File: src/rtl/softmax_output_serializer.sv
// Serializes one pseudo-softmax result (shared mantissa + per-class exponents) into NUM_CLASSES beats.
// Ports: in_valid/in_ready/mant_in/exp_bus capture side; out_valid/out_ready/out_mant/out_exp/out_idx/out_last stream side; argmax_valid/argmax_idx with SOFTMAX_ARGMAX_EN.
module softmax_output_serializer #(
  parameter int NUM_CLASSES = 10,
  parameter int DATA_WIDTH  = 8
) (
  input  logic                              clk,
  input  logic                              rst_n,
  input  logic                              in_valid,
  output logic                              in_ready,
  input  logic [DATA_WIDTH-1:0]             mant_in,
  input  logic [NUM_CLASSES*DATA_WIDTH-1:0] exp_bus,
  output logic                              out_valid,
  input  logic                              out_ready,
  output logic [DATA_WIDTH-1:0]             out_mant,
  output logic [DATA_WIDTH-1:0]             out_exp,
  output logic [3:0]                        out_idx,
  output logic                              out_last
`ifdef SOFTMAX_ARGMAX_EN
  ,
  output logic                              argmax_valid,
  output logic [3:0]                        argmax_idx
`endif
);

  localparam logic [3:0] LAST = 4'(NUM_CLASSES - 1);

  typedef enum logic {IDLE, STREAM} state_t;

  state_t                state_q, state_d;
  logic [3:0]            cnt_q, cnt_d;
  logic [DATA_WIDTH-1:0] mant_q, mant_d;
  logic [DATA_WIDTH-1:0] exp_q [NUM_CLASSES];
  logic [DATA_WIDTH-1:0] exp_d [NUM_CLASSES];
  logic                  streaming;
  logic                  capture;
  logic                  fire;

  always_comb begin
    state_d   = state_q;
    cnt_d     = cnt_q;
    mant_d    = mant_q;
    exp_d     = exp_q;
    streaming = (state_q == STREAM);
    in_ready  = !streaming;
    capture   = !streaming && in_valid;
    out_valid = streaming;
    out_mant  = '0;
    out_exp   = '0;
    out_idx   = '0;
    out_last  = 1'b0;
    if (streaming) begin
      out_mant = mant_q;
      out_exp  = exp_q[cnt_q];
      out_idx  = cnt_q;
      out_last = (cnt_q == LAST);
    end
    fire = out_valid && out_ready;
    if (capture) begin
      mant_d = mant_in;
      for (int k = 0; k < NUM_CLASSES; k++)
        exp_d[k] = exp_bus[k*DATA_WIDTH +: DATA_WIDTH];
      cnt_d   = '0;
      state_d = STREAM;
    end else if (fire) begin
      // counter parks on the last index; next capture clears it
      if (out_last) state_d = IDLE;
      else          cnt_d   = cnt_q + 4'd1;
    end
  end

  always_ff @(posedge clk or negedge rst_n) begin
    if (!rst_n) begin
      state_q <= IDLE;
      cnt_q   <= '0;
      mant_q  <= '0;
      for (int k = 0; k < NUM_CLASSES; k++)
        exp_q[k] <= '0;
    end else begin
      state_q <= state_d;
      cnt_q   <= cnt_d;
      mant_q  <= mant_d;
      exp_q   <= exp_d;
    end
  end

`ifdef SOFTMAX_ARGMAX_EN
  logic [DATA_WIDTH-1:0] max_q, max_d;
  logic [3:0]            best_q, best_d;
  logic [3:0]            am_idx_q, am_idx_d;
  logic                  am_v_q, am_v_d;
  logic                  better;

  always_comb begin
    max_d    = max_q;
    best_d   = best_q;
    am_idx_d = am_idx_q;
    am_v_d   = 1'b0;
    // strict compare keeps ties on the lowest index
    better   = (cnt_q == '0) || (out_exp > max_q);
    if (capture) am_idx_d = '0;
    if (fire) begin
      if (better) begin
        max_d  = out_exp;
        best_d = cnt_q;
      end
      if (out_last) begin
        am_v_d   = 1'b1;
        am_idx_d = better ? cnt_q : best_q;
      end
    end
  end

  always_ff @(posedge clk or negedge rst_n) begin
    if (!rst_n) begin
      max_q    <= '0;
      best_q   <= '0;
      am_idx_q <= '0;
      am_v_q   <= 1'b0;
    end else begin
      max_q    <= max_d;
      best_q   <= best_d;
      am_idx_q <= am_idx_d;
      am_v_q   <= am_v_d;
    end
  end

  assign argmax_valid = am_v_q;
  assign argmax_idx   = am_idx_q;
`endif

endmodule

File: config.mk
export PLATFORM = sky130hd
export DESIGN_NAME = softmax_output_serializer
export DESIGN_NICKNAME = d
export VERILOG_FILES = /design/src/rtl/softmax_output_serializer.sv
export SDC_FILE = /design/constraint.sdc
export NUM_CORES = 1
export LEC_CHECK = 0
export CAP_MARGIN = 20
export CELL_PAD_IN_SITES_DETAIL_PLACEMENT = 0
export CELL_PAD_IN_SITES_GLOBAL_PLACEMENT = 1
export CORE_MARGIN = 5
export CORE_UTILIZATION = 42
export DETAILED_ROUTE_END_ITERATION = 12
export PLACE_DENSITY_LB_ADDON = 0.15
export SKIP_CTS_REPAIR_TIMING = 1
export SLEW_MARGIN = 30
export SYNTH_ARGS = -nofsm -noshare
export SYNTH_HDL_FRONTEND = slang
export SYNTH_SLANG_ARGS = --single-unit
File: constraint.sdc
create_clock -name clk -period 4.6 [get_ports clk]
set_clock_uncertainty 0.1 [all_clocks]
set_input_delay 0.92 -clock clk [delete_from_list [all_inputs] [get_ports clk]]
set_output_delay 0.92 -clock clk [all_outputs]
set_load 0.02 [all_outputs]
==> results.yml, run 1 <==
timing:
  worstMarginPinSlew_ps: 809
  holdWs_ps: 406
  tns_ps: 0
  fin_crit_sh: 0.812
  maxSlewViolCount: 0
  min_period_ps: 3740
  fin_ws_ps: 863
  report.final.setup_viol: 0
  fmax_ghz: 0.268
  hold_violations: 0
  rsz0062_at_grt: "false"
  slew_headroom: 0.461
clock_network:
  h-tree-depth: 3
  cts_tree: "built"
  clkTransAtPathRegs_ps: 90
  clock-root-buffer: "clkbuf_8"
  cts_buffers: 9
  clk_latency_ps: 350
  clockBufferDepth: 2
  clkSinkCount: 93
detailed_routing:
  wire_per_inst_um: 18.7
  viasPerCell: 5.21
  wirelength_um: 10400
  drtPass1Iterations: 4
  drt_iter0_drc: 138
  antenna_left: 0
  route.detailed.drc: 0
  vias: 2879
yosys:
  synthesis.instances: 306
  synthDistinctLibCells: 29
  synth_top_area_cell: "dfrtp_1"
  synth_fp_nets: 400
  ys_seq_elements: 93
  syn_area_um2: 4390
  yosys-top-cells-area: "dfrtp_1 53%, mux2_2 25%, mux2i_1 3.6%"
  yosysTopAreaCellShare: 0.530
  ys_seq_area_frac: 0.530
  yosysWarnings: 0
  avgSynthCellArea_um2: 14.3
job:
  drv_cap: 0
power:
  total_power_mw: 3.88
  p_leak_nw: 2.43
  power_density_nw_per_um2: 664
  ir_drop_mv: 0.321
critical_path:
  cp.required_ps: 3580
  reg2reg_depth: 5
  endpoint: "out_exp[1]"
  path_buf_inv: 1
  reg2reg_slack_ps: 2480
  reg2reg_to: "cnt_q[2]"
  rr_startpoint: "cnt_q[1]"
  cp.arrival_ps: 2720
  path_max_fanout: 38
  cp_cell_sequence: "mux2i_1 -> a221o_1 -> a211oi_1 -> clkdlybuf4s50_1"
  cp_slowest_cell: "dfrtp_4"
  worst-setup-path-type: "reg -> out"
  cpLargestDelayFamily: "flip-flops"
  crit_start: "cnt_q[0]"
  critPathLaunchType: "flop"
  cp.depth: 4
  slowest_delay_ps: 810
  worstSetupEndpointType: "output pin"
global_route:
  grt_max_degree: 64
  gr-total-overflow: 0
  grt_pass1_wl_um: 17100
  grt_util_all_layers: 0.172
  grt_pass1_vias: 3099
  antenna_found_initial: 0
die:
  dieArea_um2: 12600
  chipHeight_um: 112
  fp.coreArea_um2: 10300
  rows: 37
  ioPinCount: 115
  start_util: 0.427
  die_w_um: 112
worst_hold_path:
  hold_path.class: "reg -> reg"
finish:
  regArea_um2: 2330
  final_nets: 507
  layout-drive-gt1-share: 0.290
  fillerInstances: 860
  antenna_cells: 0
  final_area_um2: 5850
  multi_input_area_um2: 1910
  syn_to_final_growth_pct: 33.2
placement:
  post-dp-hpwl_um: 7420
  portBuffers: 114
  finalWeightedCongestion: 0.752
  preCtsSetupSlack_ps: 977
  placed_area_um2: 5590
run_status:
  status: "finished clean"
==> metrics by stage <==
| step | std cells | util |
|---|---|---|
| after detailed placement | 538 | 0.544 |
| after floorplan | 306 | - |
| after CTS | 553 | 0.569 |
| after global routing | 553 | 0.569 |
| after global placement | 538 | 0.544 |
| final | 553 | 0.569 |
==> where the power goes <==
part | internal (mW) | switching (mW)
clock network | 0.413 | 0.277
logic | 0.978 | 0.654
registers | 1.21 | 0.347
total | 2.60 | 1.28
==> sequential cells by signal, summed over array words and instances (netlist names) <==
signal and cells:
out_valid 1, exp_q 80, mant_q 8, cnt_q 4
==> layout make-up <==
type,instances,share of cell area
repair buffers,118,0.200
flip-flops and latches,93,0.399
clock inverters,5,0.0214
well taps,136,0.0291
clock buffers,10,0.0218
inverters,3,0.00193
multi-input cells,188,0.327
==> how the worst min path moves through the flow <==
stage / startpoint / to / cells after the start
floorplan: exp_q[64] / exp_q[64] / 1
global route: exp_q[38] / exp_q[38] / 1
finish: mant_q[2] / mant_q[2] / 1
detailed placement: mant_q[5] / mant_q[5] / 1
global placement: mant_q[5] / mant_q[5] / 1
CTS: mant_q[5] / mant_q[5] / 1
==> cell usage after synthesis <==
cell,n
mux4_2,2
buf_2,12
buf_12,2
clkbuf_2,1
ha_1,2
mux2_2,96
buf_1,2
nand2_1,9
inv_1,2
a31oi_1,1
or3_1,3
a211oi_1,16
inv_2,1
and2_1,13
o31ai_1,1
buf_6,2
clkbuf_1,3
a221o_1,8
mux2i_1,16
o21ai_0,3
nor2_1,2
dfrtp_1,93
nor2b_1,2
a21oi_1,4
nor3b_2,1
mux4_1,6
and3b_1,1
nand3_1,1
or4_1,1
==> per-layer routing <==
layer,up-vias,track usage,share of wire
met1,1442,0.251,0.48
met5,-,0,0
met2,83,0.253,0.45
li1,1344,-,-
met4,0,0.0361,0.010
met3,10,0.0539,0.060
==> cells in the final DEF (no fill, tap or decap), types with 6 or more instances in the layout <==
| master | n |
|---|---|
| clkdlybuf4s50_1 | 113 |
| mux2_2 | 96 |
| dfrtp_1 | 92 |
| mux2i_1 | 16 |
| a211oi_1 | 16 |
| and2_1 | 13 |
| nand2_1 | 9 |
| clkbuf_8 | 9 |
| a221o_1 | 8 |
| mux4_1 | 6 |
==> cells by family after synthesis <==
group,share of synthesized area
multiplexers,0.329
flip-flops,0.530
buffers and inverters,0.0359
AO/OA/AOI/OAI,0.0567
AND/OR/NAND/NOR,0.0427
adder cells (fa/ha/maj),0.00570
Power figures use the tool's default switching activity.
==> inputs of run 2 (changes only) <==
--- a/config.mk
+++ b/config.mk
@@ -9,7 +9,7 @@
 export CELL_PAD_IN_SITES_DETAIL_PLACEMENT = 0
 export CELL_PAD_IN_SITES_GLOBAL_PLACEMENT = 1
 export CORE_MARGIN = 5
-export CORE_UTILIZATION = 42
+export CORE_UTILIZATION = 39
 export DETAILED_ROUTE_END_ITERATION = 12
 export PLACE_DENSITY_LB_ADDON = 0.15
 export SKIP_CTS_REPAIR_TIMING = 1
==> constraint.sdc (replaced) <==
create_clock -name clk -period 3.85 [get_ports clk]
set_clock_uncertainty 0.1 [all_clocks]
set_input_delay 0.77 -clock clk [delete_from_list [all_inputs] [get_ports clk]]
set_output_delay 0.77 -clock clk [all_outputs]
set_load 0.02 [all_outputs]
==> run 2 against run 1 <==
Effect of this change:
- final cell count grew 1.1%
- routed wire length shrank 3.2%
- worst hold slack lost 46 ps
- sequential cell count is the same
- via count shrank 1.1%
- global-route usage shrank 1.8 points
- die area grew 7.0%
- combinational power grew 28%
- critical path type unchanged
==> results.yml, run 2 (synthesis gave the netlist of run 1 again) <==
run_status:
  status: "finished clean"
finish:
  reg_top3: "exp_q x80, mant_q x8, cnt_q x4"
  final_nets: 508
  layout-drive-gt1-share: 0.294
  final_cell_mix: "113 x clkdlybuf4s50_1, 96 x mux2_2, 92 x dfrtp_1"
  largest_register: "exp_q"
  antenna_cells: 0
  syn_to_final_growth_pct: 34.6
  mostFrequentLayoutCell: "clkdlybuf4s50_1"
  largest_register_ffs: 80
job:
  drv_cap: 0
critical_path:
  cp.arrival_ps: 2650
  cp_slowest_cell: "dfrtp_1"
  critPathLaunchType: "flop"
  path_buf_inv: 1
  cp.required_ps: 2980
  worstSetupEndpointType: "output pin"
  cp_cell_sequence: "nor2b_1 -> a221o_1 -> a211oi_1 -> clkdlybuf4s50_1"
  rr_startpoint: "cnt_q[1]"
  path_max_fanout: 15
  worst-setup-path-type: "reg -> out"
  cpLargestDelayFamily: "compound AO/OA/AOI/OAI gates"
  crit_start: "cnt_q[1]"
  slowest_delay_ps: 680
timing:
  fmax_ghz: 0.284
  fin_crit_sh: 0.915
  rsz0062_at_grt: "false"
  report.final.setup_viol: 0
  worstMarginPinSlew_ps: 698
  fin_ws_ps: 328
  maxSlewViolCount: 0
  holdWs_ps: 360
  slew_headroom: 0.535
  hold_violations: 0
  tns_ps: 0
  min_period_ps: 3520
detailed_routing:
  viasPerCell: 5.09
  wire_per_inst_um: 17.9
  drt_iter0_drc: 98
  route.detailed.drc: 0
  antenna_left: 0
  wirelength_um: 10000
  drtPass1Iterations: 4
  vias: 2847
global_route:
  grt_util_all_layers: 0.154
  grt_pass1_vias: 3056
  grt_max_degree: 78
  grt_pass1_wl_um: 16000
  antenna_found_initial: 0
  gr-total-overflow: 0
clock_network:
  cts_buffers: 9
  clk_latency_ps: 330
  clkTransAtPathRegs_ps: 70
  h-tree-depth: 3
  clockBufferDepth: 2
  cts_tree: "built"
  clock-root-buffer: "clkbuf_16"
  clkSinkCount: 93
placement:
  portBuffers: 114
  finalWeightedCongestion: 0.726
  preCtsSetupSlack_ps: 607
  post-dp-hpwl_um: 7250
die:
  die_w_um: 116
  rows: 38
  start_util: 0.401
  fp.coreArea_um2: 10900
  dieArea_um2: 13500
  chipHeight_um: 116
  ioPinCount: 115
worst_hold_path:
  hold_path.class: "in -> async"
power:
  power_density_nw_per_um2: 791
  p_leak_nw: 2.45
  ir_drop_mv: 0.377
[run 2: changes by cell type in the layout (fill, tap and decap cells not counted), sizes merged]
cell / before / now
bufinv: 4 / 0
clkinvlp: 0 / 2
clkbuf: 10 / 12
buf: 5 / 6
clkinv: 1 / 2
[run 2: final cells by class]
class / count / area, µm²
Tap cell: 140 / 175
Timing Repair Buffer: 119 / 1190
Inverter: 3 / 11.3
Clock inverter: 4 / 32.5
Sequential cell: 93 / 2330
Clock buffer: 12 / 256
Multi-Input combinational cell: 188 / 1910
Fill cell: 948 / 5030
[run 2: stage by stage]
step	power, mW	utilization	cells	area, µm²
after floorplan	3.12	-	306	4390
after global placement	3.84	0.514	543	5620
after detailed placement	3.89	0.514	543	5620
after CTS	4.75	0.540	559	5910
after global routing	4.98	0.540	559	5910
final	4.68	0.540	559	5910
[run 2: path summary, 6_finish.rpt]
path	endpoint	slack, ps	cells past startpoint
setup / recovery	out_exp[3]	330	4
hold / removal	exp_q[29]	360	1
setup reg to reg	cnt_q[2]	1780	5
hold reg to reg	mant_q[5]	400	1
max in group asynchronous	exp_q[73]	2570	2
min in group clk	mant_q[5]	400	1
[run 2: where the power goes]
part | total [mW] | internal, mW | leakage, nW | switching [mW]
clock | 0.845 | 0.476 | 0.135 | 0.369
sequential | 1.74 | 1.45 | 1.14 | 0.289
combinational | 2.09 | 1.19 | 1.18 | 0.904
[run 2: layer usage]
metal,global-route usage,part of all wire,vias to the layer above
met5,0,0,-
met4,0.0325,0.0088,0
met3,0.0497,0.071,7
met2,0.247,0.48,80
met1,0.207,0.44,1411
li1,-,-,1349
